--- src/rtl/systolic_pkg.sv ---
// Shared state type, default array sizing and counter-width helper for the
// systolic array control path.
package systolic_pkg;

    localparam int unsigned DEF_N     = 4;
    localparam int unsigned DEF_K_MAX = 256;

    typedef enum logic [2:0] {
        IDLE,
        CLEAR,
        COMPUTE,
        DRAIN,
        DONE
    } ctrl_state_e;

    // Counter must reach k_max + 2n - 2 without wrapping.
    function automatic int unsigned cnt_w(input int unsigned k_max, input int unsigned n);
        return $clog2(k_max + 2 * n);
    endfunction

endpackage

--- src/rtl/systolic_skew_gen.sv ---
// Per-row feed enables and per-anti-diagonal accumulate enables, derived from
// the compute cycle counter t and the latched inner dimension k.
module systolic_skew_gen
    import systolic_pkg::*;
#(
    parameter int unsigned N     = DEF_N,
    parameter int unsigned CNT_W = cnt_w(DEF_K_MAX, DEF_N)
) (
    input  logic             i_active,
    input  logic [CNT_W-1:0] i_t,
    input  logic [CNT_W-1:0] i_k,
    output logic [N-1:0]     o_feed_en,
    output logic [2*N-2:0]   o_acc_en
);

    // One spare bit so that offset + k can never overflow the comparison.
    localparam int unsigned EXT_W = CNT_W + 1;

    logic [EXT_W-1:0] w_t;
    logic [EXT_W-1:0] w_k;

    assign w_t = {1'b0, i_t};
    assign w_k = {1'b0, i_k};

    always_comb begin
        o_feed_en = '0;
        for (int unsigned r = 0; r < N; r++) begin
            o_feed_en[r] = i_active && (w_t >= EXT_W'(r)) && (w_t < EXT_W'(r) + w_k);
        end
    end

    // Diagonal d lags its operands by one register stage inside the PE.
    always_comb begin
        o_acc_en = '0;
        for (int unsigned d = 0; d < 2 * N - 1; d++) begin
            o_acc_en[d] = i_active && (w_t >= EXT_W'(d + 1)) && (w_t < EXT_W'(d + 1) + w_k);
        end
    end

endmodule

--- src/rtl/systolic_ctrl.sv ---
// Job sequencer for an N x N output-stationary systolic array: clear, skewed
// compute window, back-pressured row drain and done handshake.
module systolic_ctrl
    import systolic_pkg::*;
#(
    parameter int unsigned N     = DEF_N,
    parameter int unsigned K_MAX = DEF_K_MAX,
    parameter int unsigned CNT_W = cnt_w(K_MAX, N),
    localparam int unsigned ROW_W = (N > 1) ? $clog2(N) : 1
) (
    input  logic             clk,
    input  logic             rst,
    input  logic             start_i,
    input  logic [CNT_W-1:0] k_len_i,
    input  logic             drain_ready_i,
    output logic             busy_o,
    output logic             done_o,
    output logic             clear_o,
    output logic [N-1:0]     feed_en_o,
    output logic [CNT_W-1:0] feed_idx_o,
    output logic [2*N-2:0]   acc_en_o,
    output logic             drain_valid_o,
    output logic [ROW_W-1:0] drain_row_o
);

    ctrl_state_e      r_state;
    ctrl_state_e      w_next_state;
    logic [CNT_W-1:0] r_k;
    logic [CNT_W-1:0] w_next_k;
    logic [CNT_W-1:0] r_t;
    logic [CNT_W-1:0] w_next_t;
    logic [ROW_W-1:0] r_row;
    logic [ROW_W-1:0] w_next_row;
    logic [CNT_W-1:0] w_t_last;
    logic [CNT_W-1:0] w_k_clamped;

    assign w_t_last    = r_k + CNT_W'(2 * N - 2);
    assign w_k_clamped = (k_len_i > CNT_W'(K_MAX)) ? CNT_W'(K_MAX) : k_len_i;

    always_ff @(posedge clk or posedge rst) begin
        if (rst) begin
            r_state <= IDLE;
            r_k     <= '0;
            r_t     <= '0;
            r_row   <= '0;
        end else begin
            r_state <= w_next_state;
            r_k     <= w_next_k;
            r_t     <= w_next_t;
            r_row   <= w_next_row;
        end
    end

    // t and row fall back to zero outside their own phases so the index
    // outputs idle at zero.
    always_comb begin
        w_next_state = r_state;
        w_next_k     = r_k;
        w_next_t     = '0;
        w_next_row   = '0;
        unique case (r_state)
            IDLE: begin
                if (start_i) begin
                    w_next_k     = w_k_clamped;
                    w_next_state = CLEAR;
                end
            end
            CLEAR: begin
                w_next_state = (r_k == '0) ? DRAIN : COMPUTE;
            end
            COMPUTE: begin
                if (r_t == w_t_last) begin
                    w_next_state = DRAIN;
                end else begin
                    w_next_t = r_t + CNT_W'(1);
                end
            end
            DRAIN: begin
                w_next_row = r_row;
                if (drain_ready_i) begin
                    if (r_row == ROW_W'(N - 1)) begin
                        w_next_row   = '0;
                        w_next_state = DONE;
                    end else begin
                        w_next_row = r_row + ROW_W'(1);
                    end
                end
            end
            DONE: begin
                w_next_state = IDLE;
            end
            default: begin
                w_next_state = IDLE;
            end
        endcase
    end

    always_comb begin
        busy_o        = (r_state != IDLE);
        done_o        = (r_state == DONE);
        clear_o       = (r_state == CLEAR);
        drain_valid_o = (r_state == DRAIN);
        drain_row_o   = r_row;
        feed_idx_o    = r_t;
    end

    systolic_skew_gen #(
        .N     (N),
        .CNT_W (CNT_W)
    ) u_skew_gen (
        .i_active  (r_state == COMPUTE),
        .i_t       (r_t),
        .i_k       (r_k),
        .o_feed_en (feed_en_o),
        .o_acc_en  (acc_en_o)
    );

endmodule

--- config.mk ---
export PLATFORM = sky130hd
export DESIGN_NAME = systolic_ctrl
export DESIGN_NICKNAME = d
export VERILOG_FILES = /design/src/rtl/systolic_pkg.sv /design/src/rtl/systolic_skew_gen.sv /design/src/rtl/systolic_ctrl.sv
export SDC_FILE = /design/constraint.sdc
export NUM_CORES = 1
export LEC_CHECK = 0
export BUFFER_PORTS_ARGS = -buffer_cell sky130_fd_sc_hd__clkbuf_2
export CAP_MARGIN = 30
export CORE_MARGIN = 2
export CORE_UTILIZATION = 25
export CTS_CLUSTER_DIAMETER = 120
export DETAILED_ROUTE_END_ITERATION = 16
export PLACE_DENSITY_LB_ADDON = 0.08
export RECOVER_POWER = 100
export SYNTH_ARGS = -nofsm -noshare
export SYNTH_HDL_FRONTEND = slang
export SYNTH_SLANG_ARGS = --single-unit
--- constraint.sdc ---
create_clock -name clk -period 2.67 [get_ports clk]
set_clock_uncertainty 0.2 [all_clocks]
set_input_delay 0.1335 -clock clk [delete_from_list [all_inputs] [get_ports clk]]
set_output_delay 0.1335 -clock clk [all_outputs]
set_load 0.05 [all_outputs]
==> run metrics <==
leakage dissipation=roughly 2.3 nW; clock slew at reported path FFs=roughly 60 ps; period utilization=1.16; post-route cell area=approximately 0.0053 mm2; Cells after Synth=around 410; number of flops mapped to enable cells by yosys=0; initial antenna violation count=0; # setup viols final=17; crit-path max FO=5; status=finished, violations left; initial core utilization=0.257; setup TNS=-4070 ps; Slowest-stage cell, CP=dfrtp_2; asr flop ratio synth=1.00; worst skew pair latency=260 ps; layout cells sized above 1=0.373; WP data arrival=roughly 2800 ps; switch share=0.468; fmax=about 320 MHz; clk root buf=clkbuf_16; crit start category=flop; CTS Buffer Depth=2; placed wire-length estimate=10000 um; Worst Hold Class=input port to flop; clock power share=0.085; NumNets Final=between 600 and 700; CTS tree=done; initial DRC count=~100; GRT Total Usage=0.169; Worst Tran Pin Value=1020 ps; Tmin final=3090 ps; Distinct cells, synth=54; Worst Hold Depth=2; pre-CTS setup slack=-231 ps; Reg power frac=0.145; Synthesis Warnings=0; reg2reg start=r_k[2]$_DFFE_PP0P_; Antenna Nets Post-Route=0; maximum VDD drop=between 0.5 and 0.6 mV; floorplan row count=42; # H-tree levels=1; Gate power share=0.771; core area=0.0133 mm2; Die Footprint=around 0.015 mm2; Hold Fails Final Rpt=1; Psw=1.92 mW; Syn Nets=a little under 500; PD cells=between 700 and 800 mW/mm2; delay of the slowest critical-path stage=450 ps; FF-to-FF End=r_state[1]$_DFFE_PP0P_; drt drc=0; crit end category=output port; Cell Area, Placed=about 0.0046 mm2; Worst slew margin=0.319; routed length per instance=between 15 and 20 um; part of the Yosys area used for sequential elements=0.168; Setup Crit Path Kind=flop to output port; max cap viols=0; largest net degree at the start of global routing=18; ys flop type=dfrtp_1; first-pass GRT wire length=~19000 um; Reg2Reg Depth=15; drt via density=4.70; input/output buffers=38; PnR worst setup slack=-422 ps; RSZ-0062 raised after global routing=yes; die span in y=between 100 and 150 um; via count=~3400; number of global-route vias before repair=between 3000 and 4000; drt pass-1 iters=4; total wire length=between 10000 and 15000 um; Top-Level Pins=39; Remaining Overflow, GRT=0; min-delay src=k_len_i[8]; CP required=roughly 2300 ps; Int Power=roughly 2.2 mW; area grow syn2layout=54.1%; RePlAce Congestion=between 0.8 and 0.9; Final Util=0.396; R2R setup slack=-130 ps; Hold Crit Endpoint=r_k[8]$_DFFE_PP0P_; critical path, cell by cell=inv_2 -> buf_6 -> ha_4 -> a21boi_4 -> xnor2_2 -> ha_1 -> a2111o_1 -> o2111ai_2 -> a21oi_2 -> nor3_4 -> buf_12; die width=between 100 and 150 um; Slew Limit Fails=0; failing checks=hold timing, setup timing; Hold WS=-2.80 ps; Synth Cell Area=between 0.003 and 0.004 mm2; Num CTS Buffers=3; FF+latch count, synth=23; ant diodes=0; clock sinks=23; Synth Area per Inst=8.48 um2
-- worst max path at each step --
stage	start	end	slack [ps]
2_1_floorplan	r_k[2]$_DFFE_PP0P_	feed_en_o[3]	-300
3_3_place_gp	r_k[3]$_DFFE_PP0P_	acc_en_o[0]	-230
3_5_place_dp	r_k[2]$_DFFE_PP0P_	acc_en_o[6]	-230
4_1_cts	r_k[2]$_DFFE_PP0P_	acc_en_o[6]	-430
5_1_grt	r_k[2]$_DFFE_PP0P_	acc_en_o[6]	-560
6_report	r_k[2]$_DFFE_PP0P_	acc_en_o[6]	-420
-- cell type report --
class | count | area [um2]
Clock buffer | 3 | 75.1
Clock inverter | 1 | 7.51
Fill cell | 1377 | 8060
Inverter | 23 | 92.6
Multi-Input combinational cell | 341 | 3060
Sequential cell | 23 | 582
Tap cell | 176 | 220
Timing Repair Buffer | 150 | 1250
-- worst max-delay path: cells and delay by family (launching register included) --
family	cells	cell delay [ps]
AOI/OAI and AO/OA	4	910
xor gates and xnor gates	1	130
adders and majority gates	2	390
buffers and inverters	3	390
DFF	1	450
and+or+nand+nor	1	220
-- through the flow --
stage	total power, mW	hold slack [ps]	std cells
6_report	4.09	-2.80	717
5_1_grt	4.41	32.9	717
4_1_cts	3.83	6.17	707
3_5_place_dp	3.23	-95.7	686
3_3_place_gp	3.22	176	685
2_1_floorplan	2.22	-64.7	405
-- placed cells by master (no fill, tap or decap), types with 12 or more instances in the layout --
| master | Yosys | final |
|---|---|---|
| clkbuf_1 | 4 | 16 |
| inv_1 | 21 | 17 |
| buf_12 | 0 | 13 |
| dfrtp_1 | 23 | 18 |
| nand2b_1 | 12 | 12 |
| buf_4 | 7 | 93 |
| nand2_1 | 30 | 28 |
| ha_1 | 77 | 66 |
| nor2_1 | 44 | 39 |
| o21ai_0 | 18 | 15 |
| xnor2_1 | 43 | 40 |
| clkbuf_2 | 0 | 12 |
-- metal layers --
layer	routed length [um]	share of wire	up-vias	track usage
met2	5930	0.48	57	0.284
met3	311	0.025	11	0.00987
met4	225	0.018	0	0.0409
li1	-	-	1705	-
met5	0	0	-	0
met1	5910	0.48	1599	0.236
-- Yosys cell counts, drive strengths merged, types with 4 or more instances --
cell	n	area, um2
ha	77	963
nor2	46	178
xnor2	43	377
nand2	30	113
dfrtp	23	576
inv	22	82.6
o21ai	19	98.9
a21oi	15	75.1
buf	14	106
nand2b	12	75.1
nor3	10	50.1
nand3	8	40.0
o21a	7	52.6
xor2	7	61.3
a211oi	6	45.0
a31oi	5	31.3
nand4	5	46.3
clkbuf	4	15.0
nor2b	4	25.0
-- sequential cells by signal, indices dropped and copies added, names as in the netlist --
register	count
r_state	3
r_k	9
drain_row_o	2
feed_idx_o	9
-- what timing repair did --
item,in CTS,in global routing
pin swaps,14,14
endpoints found under the setup margin,13,23
cloned,0,1
hold buffers,9,0
setup buffers,8,10
hold endpoints to repair,31,0
gates resized for setup,36,41
-- power by group through the flow --
| stage | Combinational [mW] | Clock, mW | Sequential [mW] |
|---|---|---|---|
| after floorplan | 1.64 | 0 | 0.580 |
| after global placement | 2.64 | 0 | 0.586 |
| after detailed placement | 2.64 | 0 | 0.589 |
| after CTS | 2.88 | 0.353 | 0.598 |
| after global routing | 3.42 | 0.375 | 0.613 |
| final | 3.15 | 0.346 | 0.593 |
-- cell families after synthesis --
family	share of synthesized area
xor+xnor	0.128
mux	0.0124
simple gates	0.175
fa+ha+maj	0.281
flops	0.168
compound gates	0.176
buf+inv	0.0605
Note: power is estimated with default switching activity, not from simulation.
